===== config.mk =====
export PLATFORM = sky130hd
export DESIGN_NAME = data_mem_loader
export DESIGN_NICKNAME = d
export VERILOG_FILES = /design/src/rtl/data_mem_loader.sv
export SDC_FILE = /design/constraint.sdc
export NUM_CORES = 1
export LEC_CHECK = 0
export CORE_MARGIN = 5
export CORE_UTILIZATION = 56
export DETAILED_ROUTE_END_ITERATION = 8
export MAX_ROUTING_LAYER = met4
export PLACE_DENSITY_LB_ADDON = 0.15
export SLEW_MARGIN = 20
export SYNTH_ARGS = -nofsm -noshare
export SYNTH_HDL_FRONTEND = slang
export SYNTH_SLANG_ARGS = --single-unit

===== constraint.sdc =====
create_clock -name clk -period 3.15 [get_ports clk]
set_input_delay 0.7875 -clock clk [delete_from_list [all_inputs] [get_ports clk]]
set_output_delay 0.7875 -clock clk [all_outputs]
set_load 0.01 [all_outputs]

===== src/rtl/data_mem_loader.sv =====
// -----------------------------------------------------------------------------
// data_mem_loader
//
// Host-side loader that fills the pipeline's data memory before execution.
// A byte stream arriving over a valid/ready handshake is packed little-endian
// into DATA_WIDTH-bit words, and the words are written to consecutive
// data-memory addresses starting at 0. While a load is running the core is
// held in reset through core_hold. Completion is flagged by a one-cycle done.
//
// Ports
//   clk           in   single clock, rising edge
//   rst           in   synchronous active-high reset
//   start         in   load request, only honoured while idle
//   length        in   words to load (ADDRESS_WIDTH+1 bits), sampled with start
//   in_valid      in   byte-stream valid
//   in_byte       in   byte-stream data
//   in_ready      out  loader can accept a byte this cycle
//   mem_we        out  data-memory write strobe (one cycle per word)
//   mem_addr      out  data-memory write address
//   mem_wdata     out  data-memory write data
//   core_hold     out  holds the pipeline in reset while loading
//   busy          out  load in progress
//   done          out  one-cycle completion pulse
//   words_loaded  out  words written in the current or most recent load
//
// All outputs are decoded from registered state or taken directly from
// registers, so there is no combinational path from any input to an output.
// -----------------------------------------------------------------------------
module data_mem_loader #(
  parameter int DATA_WIDTH    = 20,
  parameter int ADDRESS_WIDTH = 8,
  parameter int MEM_SIZE      = 256
) (
  input  logic                     clk,
  input  logic                     rst,
  input  logic                     start,
  input  logic [ADDRESS_WIDTH:0]   length,
  input  logic                     in_valid,
  input  logic [7:0]               in_byte,
  output logic                     in_ready,
  output logic                     mem_we,
  output logic [ADDRESS_WIDTH-1:0] mem_addr,
  output logic [DATA_WIDTH-1:0]    mem_wdata,
  output logic                     core_hold,
  output logic                     busy,
  output logic                     done,
  output logic [ADDRESS_WIDTH:0]   words_loaded
);

  // Bytes per word, rounded up; the top byte may be only partly used.
  localparam int BPW   = (DATA_WIDTH + 7) / 8;
  localparam int IDX_W = (BPW > 1) ? $clog2(BPW) : 1;
  localparam int LEN_W = ADDRESS_WIDTH + 1;

  localparam logic [LEN_W-1:0] MEM_WORDS = LEN_W'(MEM_SIZE);
  localparam logic [IDX_W-1:0] LAST_IDX  = IDX_W'(BPW - 1);

  typedef enum logic [1:0] {
    IDLE   = 2'd0,
    RECV   = 2'd1,
    WRITE  = 2'd2,
    FINISH = 2'd3
  } state_t;

  state_t                   state_q, state_d;
  logic [IDX_W-1:0]         byte_idx_q, byte_idx_d;
  logic [DATA_WIDTH-1:0]    asm_q, asm_d;
  logic [ADDRESS_WIDTH-1:0] word_addr_q, word_addr_d;
  logic [LEN_W-1:0]         eff_len_q, eff_len_d;
  logic [LEN_W-1:0]         words_q, words_d;
  logic [ADDRESS_WIDTH-1:0] mem_addr_q, mem_addr_d;
  logic [DATA_WIDTH-1:0]    mem_wdata_q, mem_wdata_d;

  // Assembly register with the incoming byte merged into its lane.
  logic [DATA_WIDTH-1:0]    asm_merged;
  logic [LEN_W-1:0]         len_clamped;

  // One lane per byte of the word. The top lane is narrowed to the bits that
  // fit inside DATA_WIDTH, so the excess high bits of the last byte simply
  // never reach the register.
  genvar gi;
  generate
    for (gi = 0; gi < BPW; gi++) begin : g_lane
      localparam int LO = gi * 8;
      localparam int HI = ((LO + 8) < DATA_WIDTH) ? (LO + 7) : (DATA_WIDTH - 1);
      assign asm_merged[HI:LO] = (byte_idx_q == IDX_W'(gi)) ? in_byte[HI-LO:0]
                                                             : asm_q[HI:LO];
    end
  endgenerate

  // Oversized requests are clamped to the memory depth, never wrapped.
  assign len_clamped = (length > MEM_WORDS) ? MEM_WORDS : length;

  always_comb begin
    state_d     = state_q;
    byte_idx_d  = byte_idx_q;
    asm_d       = asm_q;
    word_addr_d = word_addr_q;
    eff_len_d   = eff_len_q;
    words_d     = words_q;
    mem_addr_d  = mem_addr_q;
    mem_wdata_d = mem_wdata_q;

    case (state_q)
      IDLE: begin
        if (start) begin
          words_d = '0;
          if (length == '0) begin
            state_d = FINISH;
          end else begin
            eff_len_d   = len_clamped;
            byte_idx_d  = '0;
            word_addr_d = '0;
            asm_d       = '0;
            state_d     = RECV;
          end
        end
      end

      RECV: begin
        if (in_valid) begin
          if (byte_idx_q == LAST_IDX) begin
            // Capture address and data into the output registers so they
            // stay stable through WRITE and keep showing the last write after.
            mem_addr_d  = word_addr_q;
            mem_wdata_d = asm_merged;
            state_d     = WRITE;
          end else begin
            asm_d      = asm_merged;
            byte_idx_d = byte_idx_q + 1'b1;
          end
        end
      end

      WRITE: begin
        words_d    = words_q + 1'b1;
        byte_idx_d = '0;
        asm_d      = '0;
        if (words_d == eff_len_q) begin
          state_d = FINISH;
        end else begin
          // Only advance when another word follows, so the address never
          // rolls past MEM_SIZE-1 even on a full-memory load.
          word_addr_d = word_addr_q + 1'b1;
          state_d     = RECV;
        end
      end

      FINISH: begin
        state_d = IDLE;
      end

      default: begin
        state_d = IDLE;
      end
    endcase
  end

  always_ff @(posedge clk) begin
    if (rst) begin
      state_q     <= IDLE;
      byte_idx_q  <= '0;
      asm_q       <= '0;
      word_addr_q <= '0;
      eff_len_q   <= '0;
      words_q     <= '0;
      mem_addr_q  <= '0;
      mem_wdata_q <= '0;
    end else begin
      state_q     <= state_d;
      byte_idx_q  <= byte_idx_d;
      asm_q       <= asm_d;
      word_addr_q <= word_addr_d;
      eff_len_q   <= eff_len_d;
      words_q     <= words_d;
      mem_addr_q  <= mem_addr_d;
      mem_wdata_q <= mem_wdata_d;
    end
  end

  assign in_ready     = (state_q == RECV);
  assign mem_we       = (state_q == WRITE);
  assign busy         = (state_q == RECV) || (state_q == WRITE);
  assign core_hold    = busy;
  assign done         = (state_q == FINISH);
  assign mem_addr     = mem_addr_q;
  assign mem_wdata    = mem_wdata_q;
  assign words_loaded = words_q;

endmodule

==> metrics <==
Synth Area in Adders under 10%; count of different cell masters after synthesis 53; num rows 29; clock network power share 24.2%; Top FF cell, synth dfxtp_1; fraction of registers with async set/reset 0%; max_cap viols 0; Mean Syn Cell Area 8.75 um2; Filler cells 525; multiplexer share of the synthesized area approximately 6.5%; Lkg Pwr 1.55 nW; CP startpoint kind register; r2r setup slk a little under 0.6 ns; setup violators final 0; compound-gate portion of the synthesized area between 20% and 30%; Clock Latency Late Sink 0.34 ns; vias per cell 5.76; largest net degree at the start of global routing 45; logic gate share of total power about a third; drt wl/cell 15.2 um; peak supply drop 0.000574 V; H-tree depth 3; share of cells above drive strength 1 7.97%; combinational family with the most area after synthesis compound AO/OA/AOI/OAI gates; Vias 3116; WP data arrival 1.87 ns; DRC 0; maximum achievable frequency about 380 MHz; WL met2 around 3800 um; post-cts sizing count 0; status completed; DRT Wirelength 8210 um; Worst Hold Launch mem_wdata[17]; Slew Viols, Final 0; Simple-Gate Fraction of Synth Area about a fifth; launching point of the worst reg2reg path words_loaded[1]; Sw Pwr 0.918 mW; met3 routed WL 431 um; Sw Share 36.1%; Flop pwr share between 40 and 50%; power per cell area 583 nW/um2; Fin. Hold Viols 0; Root Buffer Master clkbuf_8; floorplan core area 6280 um2; FF+latch count, synth between 70 and 80; Synth Area in XOR/XNOR 2.70%; vias in the first global route 2942; period utilization 84.3%; Hold EP mem_wdata[17]; port bufs 62; EDFF count, synth 0; Post-Synthesis Cells ~400; global-route wire length before repair 14100 um; Slew HR 36.8%; register area share after synthesis 41.5%; commonest cells after routing, fill and taps aside dfxtp_1 (74), clkdlybuf4s50_1 (61), nand2_1 (52); initial antenna violation count 0; skew final between 0.008 and 0.009 ns; CP Max Fanout 12; P_int ~1.6 mW; antenna fix cells 0; minimum clock period about 2.7 ns; CTS Buf Count 9; capturing point of the worst reg2reg path word_addr_q[7]; antenna viol nets, final 0; Starting Density 56.8%; RSZ-0062 raised after global routing no; R2R cell count 7; dpl hpwl 5850 um; Post-Syn Nets 438; synthesized area 3570 um2; DR pass1 iterations 5; height of the die 89.8 um; # IOs 63; top cell type's share of synthesized area 41.5%; # clock sinks 74; total power 2.55 mW; hold buffers post-CTS 0; clk slew on worst S/H paths 0.07 ns; Layout Nets 490; top cells by area, synth dfxtp_1 (42%), mux2i_1 (6.2%), nand2_1 (5.5%); All-Layer GR Usage 21.4%; synth warn 0; WHS Path Cells 2; CTS tree done; top sig layer met4; P&R area growth vs syn 22.5%; DIE WIDTH 89.8 um; worst hold path class reg2reg; Post-CTS Setup Bufs 0; GPL Wtd Cong 0.859; Clock Path Buffers 2; Die Area 8070 um2; Overflow after GRT 0; M1 WL 3900 um; Setup CP Type reg2out; DRT iter0 DRCs 213; Setup crit end kind primary output; Critical Path RT approximately 2.4 ns; worst slew pin tran about 0.94 ns; setup TNS 0 ns; cell taking the most area after synthesis dfxtp_1; commonest non-fill, non-tap cell in the layout dfxtp_1
## sequential cells by signal, indices dropped and copies added (netlist names)
name          count
mem_wdata        20
asm_q            16
eff_len_q         9
words_loaded      9
mem_addr          8
word_addr_q       8
byte_idx_q        2
state_q           2
## cell families (layout without fill, tap and decap cells)
family / count (synthesis) / count (layout)
mux: 23 / 23
simple gates: 147 / 147
compound gates: 102 / 102
flops: 74 / 74
xor+xnor: 11 / 11
fa+ha+maj: 9 / 9
buf+inv: 42 / 98
## layout make-up
type | count | area, um2 | share of cell area [%]
repair buffers | 68 | 661 | 15.1
clock buffers | 9 | 124 | 2.83
multi-input cells | 292 | 1920 | 43.9
well taps | 77 | 96.3 | 2.20
flip-flops and latches | 74 | 1480 | 33.9
clock inverters | 6 | 35.0 | 0.802
inverters | 15 | 56.3 | 1.29
## worst max-delay path, stage by stage (launching register included)
cell	delay, ns
dfxtp_1	0.35
inv_1	0.10
ha_1	0.46
clkdlybuf4s50_1	0.63
## worst max path at each step
stage	from	to	slack [ns]	cells past startpoint
4_1_cts	state_q[0]	mem_we	0.49	3
3_5_place_dp	length[1]	asm_q[12]	0.16	7
2_1_floorplan	length[4]	word_addr_q[1]	0.83	5
5_1_grt	length[1]	asm_q[8]	0.25	7
3_3_place_gp	length[1]	asm_q[9]	0.23	7
6_report	state_q[0]	mem_we	0.49	3
## cell usage after synthesis (4+ instances only)
| library cell | n |
|---|---|
| a22o_1 | 16 |
| ha_1 | 9 |
| xnor2_1 | 6 |
| and3_1 | 4 |
| a211oi_1 | 17 |
| inv_1 | 15 |
| dfxtp_1 | 74 |
| nor3_1 | 7 |
| nand2_1 | 52 |
| xor2_1 | 5 |
| clkbuf_1 | 17 |
| or3_1 | 5 |
| nand2b_1 | 6 |
| mux2i_1 | 22 |
| nor2_1 | 36 |
| nand3_1 | 12 |
| a21oi_1 | 38 |
| buf_1 | 4 |
| nand3b_1 | 7 |
| o32ai_1 | 7 |
| o21ai_0 | 6 |
## routing by layer
layer	GRT usage, %	vias to the layer above
li1	-	1554
met1	28.8	1477
met2	32.1	77
met3	5.43	8
met4	5.54	0
met5	-	-
## power groups by stage
stage               clock network (mW)  logic (mW)  registers [mW]
floorplan                            0       0.634            1.05
global placement                     0       0.866            1.06
detailed placement                   0       0.883            1.06
CTS                              0.627       0.887            1.04
global route                     0.670       0.978            1.05
finish                           0.615       0.889            1.04
## through the flow
stage | instances | hold WS [ns] | setup slack [ns] | utilization (%) | cell area (um2)
6_report | 541 | 0.461 | 0.494 | 69.6 | 4370
5_1_grt | 541 | 0.485 | 0.255 | 69.6 | 4370
4_1_cts | 541 | 0.461 | 0.490 | 69.6 | 4370
3_5_place_dp | 526 | 0.451 | 0.157 | 67.1 | 4210
3_3_place_gp | 526 | 0.444 | 0.227 | 67.1 | 4210
2_1_floorplan | 408 | 0.441 | 0.831 | - | 3570
Power figures use the tool's default switching activity.
==> variant, RTL diff (config.mk and constraints unchanged) <==
The 4 states of `state_t` get a one-hot encoding in 4 bits.
--- a/src/rtl/data_mem_loader.sv
+++ b/src/rtl/data_mem_loader.sv
@@ -55,11 +55,11 @@
   localparam logic [LEN_W-1:0] MEM_WORDS = LEN_W'(MEM_SIZE);
   localparam logic [IDX_W-1:0] LAST_IDX  = IDX_W'(BPW - 1);
 
-  typedef enum logic [1:0] {
-    IDLE   = 2'd0,
-    RECV   = 2'd1,
-    WRITE  = 2'd2,
-    FINISH = 2'd3
+  typedef enum logic [3:0] {
+    IDLE   = 4'b0001,
+    RECV   = 4'b0010,
+    WRITE  = 4'b0100,
+    FINISH = 4'b1000
   } state_t;
 
   state_t                   state_q, state_d;
Check against the original RTL: no difference found for any inputs over 10 cycles, from zero or initial values and one cycle with rst high; not proved beyond that.
==> variant against the unedited design <==
  * Non-clock buffer count is 2 lower
  * Area after synthesis down 0.46%
  * Setup slack lost 0.26 ns
  * Routed wire length is 4.7% higher
  * Cell area is 0.57% lower
  * Global-route usage increased by 1.9 points
  * Sequential cell count up 2
  * Critical endpoint is now core_hold
Power is not compared: it rests on default switching activity, and its combinational part moved more than twofold at a synthesized area within 25%.
==> variant: results (changes against the unedited design) <==
[run_status]
outcome = completed

[global_route]
antenna_found_initial = 0  ; unchanged
grt_first_pass_wirelength_mm = 14.12  ; -0.15%
grt_usage_pct = 23.28  ; +1.9 points
grt_max_degree = 45  ; unchanged
grt_pass1_vias = 2862  ; -2.7%

[timing]
worst-slew-pin-transition_ns = 0.8079  ; -0.1323 ns
skew_ns = 0.008337  ; -0.0002975 ns
final.min_clock_period_ns = 2.920  ; +0.2636 ns

[logic_synthesis]
yosys-mux-area-fraction_pct = 4.826  ; -1.7 points
synth_compound_area_share_pct = 22.40  ; +1.6 points
synthDistinctLibCells = 58  ; +9.4%
synth_area_leaders = dfxtp_1 (43%), a21oi_1 (5.1%), nand2_1 (4.8%)
synth_cells = 396  ; -2.9%
syn_nets = 422  ; -3.7%
synth_xor_area_share_pct = 2.677  ; -0.023 points
yosysSeqAreaShare_pct = 42.83  ; +1.3 points
yosysWarnings = 0  ; unchanged
yosys.area_share.adder_pct = 1.761  ; -1.4 points
ys_top_cells_by_count = dfxtp_1 (76), nand2_1 (45), nor2_1 (39)

[drt]
via_per_inst = 5.953  ; +3.4%
dr.pass1.iters = 5  ; unchanged
num_vias = 3149  ; +1.1%
drtIter0Drc = 193  ; -9.4%
drc = 0  ; unchanged
finalWirelength_mm = 8.594  ; +4.7%

[setup_path]
reg2reg_slack_ns = 0.63  ; +0.04 ns
critPathArrivalTime_ns = 2.13  ; +0.26 ns
endpoint = core_hold
crit_fanout = 8  ; -4
critPathSlowestCell = or4b_1
crit_start = state_q[1]
r2r-start = words_loaded[0]
rr_endpoint = word_addr_q[4]
crit_family = simple AND/OR/NAND/NOR gates

[placement]
placed_area_um2 = 4168  ; -1.0%
gp_routability_congestion = 0.8323  ; -3.1%
placed_cells = 513  ; -2.5%
place_ws_ns = 0.2091  ; +0.05185 ns
dp_hpwl_mm = 6.102  ; +4.3%

[clocking]
htree_levels = 3  ; unchanged
clockBufferDepth = 2  ; unchanged
worstSkewPairLatency_ns = 0.35
cts_made_buffers = 9  ; unchanged

[power]
internal_power_mw = 1.363
p_leak_nw = 1.520

[cells_and_area]
n_antenna_cell = 0  ; unchanged
largest_reg_flops = 20  ; unchanged
drive_gt1_share_pct = 8.186  ; +0.21 points
final_nets = 473  ; -3.5%

## variant: cell types whose count changed after synthesis, moves of 4 or more
cell / delta
mux2i_1: -6
ha_1: -4
o21ai_0: +4
nand3_1: -8
buf_2: +7
inv_1: -11
nand3b_1: +5
nand2_1: -7
a31oi_1: +5
clkbuf_1: -4
nand4_1: +4
o32ai_1: -7
a311oi_1: +6
## variant: layout make-up
class	instances	area, um2
clock inverter	5	36.28
timing repair buffer	66	645.6
clock buffer	11	141.4
tap	77	96.34
inverter	5	18.77
sequential	76	1521
fill	519	1932
multi-input combinational	289	1886
## variant: kinds of logic after synthesis
logic type / count (synthesis)
adders and majority gates: 5
muxes: 17
xor gates and xnor gates: 10
DFF: 76
AOI/OAI and AO/OA: 111
buffers and inverters: 31
and+or+nand+nor: 146
## variant: power by group through the flow
stage	Combinational [mW]	Sequential [mW]	Clock, mW
floorplan	0.127	1.00	0
global placement	0.189	1.01	0
detailed placement	0.193	1.01	0
CTS	0.195	0.986	0.689
global route	0.215	0.988	0.734
finish	0.196	0.986	0.675
## variant: routing by layer
| metal | track usage [%] | routed length [um] |
|---|---|---|
| met3 | 3.741 | 444 |
| met5 | - | 0 |
| met4 | 7.713 | 97 |
| met2 | 34.64 | 4015 |
| met1 | 32.24 | 4037 |
## variant: worst min path at each step
stage               cells after the start  slack, ns         start      endpoint
floorplan                               2       0.44  eff_len_q[0]  eff_len_q[0]
global placement                        2       0.45   mem_addr[5]   mem_addr[5]
detailed placement                      2       0.45   mem_addr[7]   mem_addr[7]
CTS                                     2       0.46   mem_addr[7]   mem_addr[7]
global route                            2       0.48   mem_addr[4]   mem_addr[4]
finish                                  2       0.46   mem_addr[2]   mem_addr[2]
